## src/rtl/rsa_seq_pkg.sv

```systemverilog
// Shared types and defaults for the RSA job sequencer.
//   seq_state_e     : sequencer FSM state encoding
//   DefaultWidth    : default prime operand width (message is twice this)
//   DefaultTimeoutW : default width of the per-phase wait counter
package rsa_seq_pkg;

    localparam int unsigned DefaultWidth    = 128;
    localparam int unsigned DefaultTimeoutW = 24;

    typedef enum logic [2:0] {
        StIdle     = 3'd0,
        StInvStart = 3'd1,
        StInvWait  = 3'd2,
        StExpStart = 3'd3,
        StExpWait  = 3'd4,
        StDone     = 3'd5
    } seq_state_e;

endpackage

```

## src/rtl/rsa_seq_timer.sv

```systemverilog
// Saturating per-phase wait counter.
//   clk, reset : clock and asynchronous active-high reset
//   clear      : force the count to zero (takes priority over enable)
//   enable     : advance the count by one, stopping at TIMEOUT-1
//   expired    : count has reached TIMEOUT-1
module rsa_seq_timer
    import rsa_seq_pkg::*;
#(
    parameter int unsigned          TIMEOUT_W = DefaultTimeoutW,
    parameter logic [TIMEOUT_W-1:0] TIMEOUT   = {TIMEOUT_W{1'b1}}
) (
    input  logic clk,
    input  logic reset,
    input  logic clear,
    input  logic enable,
    output logic expired
);

    localparam logic [TIMEOUT_W-1:0] One  = {{(TIMEOUT_W-1){1'b0}}, 1'b1};
    localparam logic [TIMEOUT_W-1:0] Last = TIMEOUT - One;

    logic [TIMEOUT_W-1:0] cnt_q, cnt_d;

    assign expired = (cnt_q == Last);

    always_comb begin
        cnt_d = cnt_q;
        if (clear) begin
            cnt_d = '0;
        end else if (enable && !expired) begin
            cnt_d = cnt_q + One;
        end
    end

    always_ff @(posedge clk or posedge reset) begin
        if (reset) begin
            cnt_q <= '0;
        end else begin
            cnt_q <= cnt_d;
        end
    end

endmodule

```

## src/rtl/rsa_job_sequencer.sv

```systemverilog
// Drives one RSA `control` instance through a complete job:
// accept (p, q, mode, msg) -> pulse reset_inverter -> wait inverter_finish ->
// pulse reset_mod_exp -> wait mod_exp_finish -> return msg_out.
//   job_*   : job input, valid/ready
//   res_*   : result output, valid/ready; res_timeout flags an aborted job (res_msg = 0)
//   busy    : any state other than idle
//   ctl_*   : operands, start pulses and completion inputs of the control block
module rsa_job_sequencer
    import rsa_seq_pkg::*;
#(
    parameter int unsigned          WIDTH     = DefaultWidth,
    parameter int unsigned          TIMEOUT_W = DefaultTimeoutW,
    parameter logic [TIMEOUT_W-1:0] TIMEOUT   = {TIMEOUT_W{1'b1}}
) (
    input  logic                 clk,
    input  logic                 reset,
    input  logic                 job_valid,
    output logic                 job_ready,
    input  logic [WIDTH-1:0]     job_p,
    input  logic [WIDTH-1:0]     job_q,
    input  logic                 job_mode,
    input  logic [2*WIDTH-1:0]   job_msg,
    output logic                 res_valid,
    input  logic                 res_ready,
    output logic [2*WIDTH-1:0]   res_msg,
    output logic                 res_timeout,
    output logic                 busy,
    output logic [WIDTH-1:0]     ctl_p,
    output logic [WIDTH-1:0]     ctl_q,
    output logic                 ctl_mode,
    output logic [2*WIDTH-1:0]   ctl_msg_in,
    output logic                 ctl_reset_inverter,
    output logic                 ctl_reset_mod_exp,
    input  logic                 ctl_inverter_finish,
    input  logic                 ctl_mod_exp_finish,
    input  logic [2*WIDTH-1:0]   ctl_msg_out
);

    seq_state_e           state_q, state_d;
    logic                 blank_q, blank_d;
    logic [2*WIDTH-1:0]   res_msg_q, res_msg_d;
    logic                 res_timeout_q, res_timeout_d;
    logic [WIDTH-1:0]     ctl_p_q, ctl_q_q;
    logic                 ctl_mode_q;
    logic [2*WIDTH-1:0]   ctl_msg_q;
    logic                 load_job;
    logic                 timer_clear, timer_enable, timer_expired;

    rsa_seq_timer #(
        .TIMEOUT_W (TIMEOUT_W),
        .TIMEOUT   (TIMEOUT)
    ) u_timer (
        .clk     (clk),
        .reset   (reset),
        .clear   (timer_clear),
        .enable  (timer_enable),
        .expired (timer_expired)
    );

    always_comb begin
        state_d            = state_q;
        blank_d            = 1'b0;
        res_msg_d          = res_msg_q;
        res_timeout_d      = res_timeout_q;
        load_job           = 1'b0;
        timer_clear        = 1'b0;
        timer_enable       = 1'b0;
        job_ready          = 1'b0;
        res_valid          = 1'b0;
        ctl_reset_inverter = 1'b0;
        ctl_reset_mod_exp  = 1'b0;

        unique case (state_q)
            StIdle: begin
                job_ready = 1'b1;
                if (job_valid) begin
                    load_job = 1'b1;
                    state_d  = StInvStart;
                end
            end
            StInvStart: begin
                ctl_reset_inverter = 1'b1;
                timer_clear        = 1'b1;
                blank_d            = 1'b1;
                state_d            = StInvWait;
            end
            StInvWait: begin
                // First cycle after the pulse: finish may still be high from the last job.
                if (!blank_q) begin
                    if (ctl_inverter_finish) begin
                        state_d = StExpStart;
                    end else if (timer_expired) begin
                        state_d       = StDone;
                        res_msg_d     = '0;
                        res_timeout_d = 1'b1;
                    end else begin
                        timer_enable = 1'b1;
                    end
                end
            end
            StExpStart: begin
                ctl_reset_mod_exp = 1'b1;
                timer_clear       = 1'b1;
                blank_d           = 1'b1;
                state_d           = StExpWait;
            end
            StExpWait: begin
                if (!blank_q) begin
                    if (ctl_mod_exp_finish) begin
                        state_d       = StDone;
                        res_msg_d     = ctl_msg_out;
                        res_timeout_d = 1'b0;
                    end else if (timer_expired) begin
                        state_d       = StDone;
                        res_msg_d     = '0;
                        res_timeout_d = 1'b1;
                    end else begin
                        timer_enable = 1'b1;
                    end
                end
            end
            StDone: begin
                res_valid = 1'b1;
                if (res_ready) begin
                    state_d = StIdle;
                end
            end
            default: begin
                state_d = StIdle;
            end
        endcase
    end

    always_ff @(posedge clk or posedge reset) begin
        if (reset) begin
            state_q       <= StIdle;
            blank_q       <= 1'b0;
            res_msg_q     <= '0;
            res_timeout_q <= 1'b0;
            ctl_p_q       <= '0;
            ctl_q_q       <= '0;
            ctl_mode_q    <= 1'b0;
            ctl_msg_q     <= '0;
        end else begin
            state_q       <= state_d;
            blank_q       <= blank_d;
            res_msg_q     <= res_msg_d;
            res_timeout_q <= res_timeout_d;
            if (load_job) begin
                ctl_p_q    <= job_p;
                ctl_q_q    <= job_q;
                ctl_mode_q <= job_mode;
                ctl_msg_q  <= job_msg;
            end
        end
    end

    assign busy        = (state_q != StIdle);
    assign res_msg     = res_msg_q;
    assign res_timeout = res_timeout_q;
    assign ctl_p       = ctl_p_q;
    assign ctl_q       = ctl_q_q;
    assign ctl_mode    = ctl_mode_q;
    assign ctl_msg_in  = ctl_msg_q;

endmodule

```

## config.mk

```make
export PLATFORM = sky130hd
export DESIGN_NAME = rsa_job_sequencer
export DESIGN_NICKNAME = d
export VERILOG_FILES = /design/src/rtl/rsa_seq_pkg.sv /design/src/rtl/rsa_seq_timer.sv /design/src/rtl/rsa_job_sequencer.sv
export SDC_FILE = /design/constraint.sdc
export NUM_CORES = 1
export LEC_CHECK = 0
export ABC_AREA = 1
export BUFFER_PORTS_ARGS = -buffer_cell sky130_fd_sc_hd__buf_2
export CORE_AREA = 3 3 595 597
export DETAILED_ROUTE_END_ITERATION = 10
export DIE_AREA = 0 0 598 600
export SETUP_SLACK_MARGIN = 0.1
export SLEW_MARGIN = 20
export SYNTH_ARGS = -nofsm -noshare
export SYNTH_HDL_FRONTEND = slang
export SYNTH_HIERARCHICAL = 1
export SYNTH_SLANG_ARGS = --single-unit
```

## constraint.sdc

```tcl
create_clock -name clk -period 34.2 [get_ports clk]
set_input_delay 3.42 -clock clk [delete_from_list [all_inputs] [get_ports clk]]
set_output_delay 3.42 -clock clk [all_outputs]
set_load 0.03 [all_outputs]
```

Yosys cells after proc, flatten, opt, wreduce, memory -nomap -nowiden
Cells that the tools add are included.

$add $sub $neg: 1. Eq/ne operators: 11. Muxes and demuxes: 35. Reductions and logical operators: 9.

Operators with widths (count): $mux W256 (5); $pmux W256 S2 (1); $mux W24 (2); $add A24 B1 Y24 const B (1); $eq A24 B24 Y1 const B (1); $mux W3 (7); $pmux W3 S6 (1); $mux W1 (17); $ne A2 B2 Y1 const B (5); $reduce_and A4 Y1 (2); $eq A3 B2 Y1 const B (2); $eq A3 B3 Y1 const B (2); $pmux W1 S2 (2); $reduce_bool A2 Y1 (2); $eq A3 B1 Y1 const B (1); $logic_not A3 Y1 (1); $reduce_bool A3 Y1 (1); $reduce_or A2 Y1 (1); $logic_and A1 B1 Y1 (1); $logic_not A1 Y1 (1).

Register bits: 798. Output and inout bits: 775. Logic and storage cells: 65.

Logic depth before layout (Yosys ltp)
Depth in word-level cells: 8. Mapped depth: 18.

Cells and area by module
The synthesis kept the hierarchy.

Modules (own cells, without submodules): rsa_job_sequencer (times used 1, cells an instance 5087, area each 37302.0 µm²); rsa_seq_timer (times used 1, cells an instance 255, area each 1655.3 µm²).

Least setup slack after synthesis
Ideal clock, no wire load.

Path type: in2reg. From: input ctl_mod_exp_finish. To: register u_timer.cnt_q[13]. Library setup time: 0.066 ns. Arrival time: 4.957 ns. Required time: 34.134 ns. Path slack: 29.177 ns. Stages on the path: 10. Buffers on the path: 4. Path through: buf_2 -> clkinv_1 -> buf_2 -> buf_2 -> nand3_1 -> o22ai_1 -> a21boi_1 -> buf_2 -> nand4_1 -> nand2_1.

Cells in the longest elaborated chain, start to end: 5.

RTL lines: start: declaration (line rsa_job_sequencer.sv:35) `input logic ctl_mod_exp_finish,`; $mux W1 (line rsa_job_sequencer.sv:109) `if (ctl_mod_exp_finish) begin`; $mux W1 (line rsa_job_sequencer.sv:108) `if (!blank_q) begin`; $pmux W1 S2 (line rsa_job_sequencer.sv:73) `unique case (state_q)`; via timer_enable (line rsa_job_sequencer.sv:47) `logic timer_clear, timer_enable, timer_expired;`; $logic_and A1 B1 Y1 (line rsa_seq_timer.sv:30) `end else if (enable && !expired) begin`; $reduce_bool A2 Y1 (no line); end signal: assignment (line rsa_seq_timer.sv:39) `cnt_q <= cnt_d;`; end: declaration (line rsa_seq_timer.sv:22) `logic [TIMEOUT_W-1:0] cnt_q, cnt_d;`.

The timed path passes the listed nets, and every way through them passes these cells. A chain may end at the register's enable or synchronous reset.

==> summary.md <==
The tightest min-delay check is of the reg2reg type. Entering global routing, the biggest net connects 141 pins. Of the available clock period, the critical path in the final layout requires 22.7%.

The unique cell type count in the Yosys netlist came out at 28. The top routing layer in use is met5. The number of slew-limit violations in the final report came out at 0. The floorplan step set the die width to 598 um. The combinational share of power is 47.4%, and the ratio of routed vias to standard cells is 3.77. The run gives 15.4% as the overall routing resource usage. The tools report the portion of total power attributed to sequential cells as 30.1%. After detailed routing, the number of remaining DRC violations is 0. The library cells used most frequently in the layout, excluding fill and tap cells, are 2,946 x nand2_1, 1,548 x buf_2, 798 x dfrtp_1. The number of hold violations in the final report was 0.

Number of antenna violations at the first check in global routing: 263. In this design, the critical path's most frequently occurring cell is buf_4. CTS saw 798 sinks. The worst-case setup slack after placement is 25.38 ns, and the worst ir drop on vdd is 0.0000591 V.

The standard cell with the maximum stage delay on the critical path is buf_4. The tools report the number of gates given a new drive strength after cts as 0. The first global-routing pass estimated 375,000 um of wire.

The fraction of layout cells with a size suffix above 1 is 26.7%, and the power spent charging and discharging nets is 2.68 mW. At the end of routability-driven placement, the weighted congestion stood at 0.939. The tools report the register-to-register setup slack as 29.53 ns. The reg-to-reg critical path startpoint was state_q[0]$_DFFE_PP0P_. The final layout contains routed wiring with a total length of 290,000 um. During synthesis, Yosys emitted a total of 6 warnings.

The post-synthesis sequential element count was 798. Clock-pin slew was measured on the worst setup and hold paths at 0.06 ns. The library cell used most frequently in the layout, excluding fill and tap cells, is nand2_1. Routed length on met2: 139,000 um. The launching instance or port of the critical path was reset. After clock tree synthesis, the setup repair step added 0 buffers. After filler insertion, the fill cell instance count of the layout stands at 40,200.

The worst setup path is captured at an asynchronous set/reset pin. For this design the ratio of total power to cell area is 95.1 nW/um^2. The number of vias in the routed layout is 43,000. Static timing analysis puts the maximum clock frequency at 129 MHz. Of the synthesized area, sequential elements account for 51.3%. After detailed routing, the met3 layer carries 29,500 um of wire.

STA puts the critical path data required time at 35.06 ns. For this run, the slowest stage of the critical path takes 0.78 ns. The number of global-route vias before repair came out at 39,400.

The tool flagged a number of max-cap violations equal to 0. The detail route stage leaves a number of antenna-violating nets equal to 0. For this design the top-level I/O count stands at 1,550. The static leakage was 29.6 nW.

At the pin with the least slew margin, the transition time is 1.37 ns. The setup slack after layout came out at 26.45 ns. Total non-filler cell area in the finished layout: 54,800 um^2. The proportion of power drawn by the clock network was 22.5%.

The effective utilization at floorplan is 11.2%. Measured against its own limit, the worst slew margin works out to 8.87%. The worst setup path is of the in2async kind.

The largest driver fanout on the critical path is 105. After global routing the overflow that remains totals 0. Walking the worst path, the cells encountered are buf_2, inv_8, buf_4, buf_4, buf_4, buf_4, buf_4, buf_4. The run gives 217 as the number of placement rows. The number of buffer cells added on primary ports is 1,549. Counting the buffers created by CTS gives 109. The sequential cells in the finished layout cover a total of 20,000 um^2. After clock tree synthesis, the flow added hold-fix buffers numbering 0. The total area of multi-input combinational cells came out at 16,900 um^2. Once placement finished, the instance area stood at 51,100 um^2. The setup TNS is 0 ns.

The die is 600 um tall. The run gives 106,000 um as the detailed-routing wirelength on met1. Layout overhead on the synthesized area: 40.8%.

The endpoint of the worst setup timing path was ctl_msg_in[12]$_DFFE_PP0P_. A synthesized cell averages 7.29 um^2. Net switching is 51.4% of the power. For this block, the initial DRC count from the detailed router was 3,977.

Subtracting the final worst setup slack from the clock period gives 7.75 ns. After technology mapping, the gate count stands at 5,342. The number of nets in the synthesized netlist was 6,119.

The overall die area is 359,000 um^2, and the final number of setup-violating endpoints is 0. The cell sitting at the root of the clock tree is a clkbuf_16. In this run the number of H-tree levels came out at 3.

Setup repair after global routing left no endpoint under its margin. The cell area that synthesis handed to floorplanning was 39,000 um^2. Worst endpoint data arrival time: 8.61 ns. The flow ran to the end, and the final reports show no timing, DRC or antenna violations. The run gives 0.0377 ns as the largest clock skew in the final design. Measured in cells, the most critical reg-to-reg path has a length of 9.

Clock latency on the worst-skew pair, taken at its later pin, is 0.84 ns. The final net count was 7,431; the worst hold slack across all endpoints was 0.492 ns. Element type at the critical path start: an input pin.

The tools report the capturing point of the worst reg2reg path as ctl_p[99]$_DFFE_PP0P_. The detail-routed net length per standard cell was 25.4 um. After floorplanning, the core was sized to cover 349,000 um^2.

Detailed placement finished with a half-perimeter wire length of 234,000 um. No sink is reached through more buffers than the 4 on the longest clock path. TritonCTS built the clock tree.

The tools report the detailed-routing iteration count for the pre-antenna-repair pass as 8. The internal cell power was 2.53 mW.
==> synthesized netlist by cell type <==
cell type  instances  area, um^2
nand2_1         2946       11100
dfrtp_1          798       20000
nand3_1          544        2720
o21ai_0          514        2570
clkbuf_1         196         736
buf_2            157         786
nor2_1            48         180
inv_1             32         120
buf_6             28         315
buf_1             20        75.1
nand4_1           13        81.3
xor2_1            11        96.3
inv_2              6        22.5
buf_4              4        30.0
nor2_2             4        25.0
nor2_4             3        33.8
a21oi_1            2        10.0
ha_1               2        25.0
nand2_2            2        12.5
nor3_1             2        10.0
o21bai_1           2        15.0
xnor2_1            2        17.5
a21boi_1           1        7.51
clkinv_1           1        3.75
nand2_4            1        11.3
nand3_2            1        10.0
o21ai_1            1        5.00
o22ai_1            1        6.26
==> power groups by stage <==
| stage | registers, mW | clock network (mW) | logic [mW] |
|---|---|---|---|
| after detailed placement | 1.57 | 0 | 2.52 |
| after CTS | 1.56 | 1.21 | 2.52 |
| final | 1.57 | 1.17 | 2.47 |
| after floorplan | 2.22 | 0 | 0.794 |
| after global routing | 1.61 | 1.25 | 2.68 |
| after global placement | 1.56 | 0 | 2.51 |
==> sequential cells by signal, summed over array words and instances, names as in the netlist <==
signal	count
ctl_p	128
ctl_q	128
state_q	3
ctl_msg_in	256
ctl_mode	1
u_timer/cnt_q	24
blank_q	1
res_msg	256
res_timeout	1
==> final cells by class <==
| cell class | instances | area share (%) |
|---|---|---|
| Sequential cell | 798 | 36.4 |
| Tap cell | 4599 | 10.5 |
| Multi-Input combinational cell | 4100 | 30.9 |
| Clock inverter | 46 | 0.981 |
| Clock buffer | 146 | 5.52 |
| Timing Repair Buffer | 1606 | 15.0 |
| Antenna cell | 86 | 0.392 |
| Inverter | 39 | 0.349 |
==> critical path: cells and delay by family <==
kind,cells,cell delay [ns]
buffers and inverters,8,4.85
==> stage by stage <==
step | power, mW | util, % | instances
global route | 5.54 | 15.7 | 11400
finish | 5.21 | 15.7 | 11400
floorplan | 3.02 | - | 5342
detailed placement | 4.08 | 14.6 | 11100
CTS | 5.30 | 15.6 | 11300
global placement | 4.07 | 14.6 | 11100
==> cells by family after synthesis <==
family	count (synthesis)	synth area share (%)
and+or+nand+nor	3564	36.3
adders and majority gates	2	0.0642
DFF	798	51.3
AOI/OAI and AO/OA	521	6.72
buffers and inverters	444	5.36
xor gates and xnor gates	13	0.292
==> layer usage <==
metal | vias up | track usage (%)
met3 | 649 | 6.35
met2 | 2081 | 25.3
li1 | 19600 | -
met5 | - | 0
met1 | 20700 | 17.0
met4 | 58 | 7.74
==> how the worst min path moves through the flow <==
stage	startpoint	to	slack [ns]	cells after the start
final	ctl_msg_in[11]$_DFFE_PP0P_	ctl_msg_in[11]$_DFFE_PP0P_	0.49	2
after global routing	ctl_msg_in[193]$_DFFE_PP0P_	ctl_msg_in[193]$_DFFE_PP0P_	0.51	2
after CTS	ctl_msg_in[11]$_DFFE_PP0P_	ctl_msg_in[11]$_DFFE_PP0P_	0.49	2
after detailed placement	ctl_msg_in[11]$_DFFE_PP0P_	ctl_msg_in[11]$_DFFE_PP0P_	0.48	2
after global placement	ctl_msg_in[214]$_DFFE_PP0P_	ctl_msg_in[214]$_DFFE_PP0P_	0.47	2
after floorplan	u_timer/cnt_q[1]$_DFFE_PP0P_	u_timer/cnt_q[1]$_DFFE_PP0P_	0.49	2
Note: power is estimated with default switching activity, not from simulation.
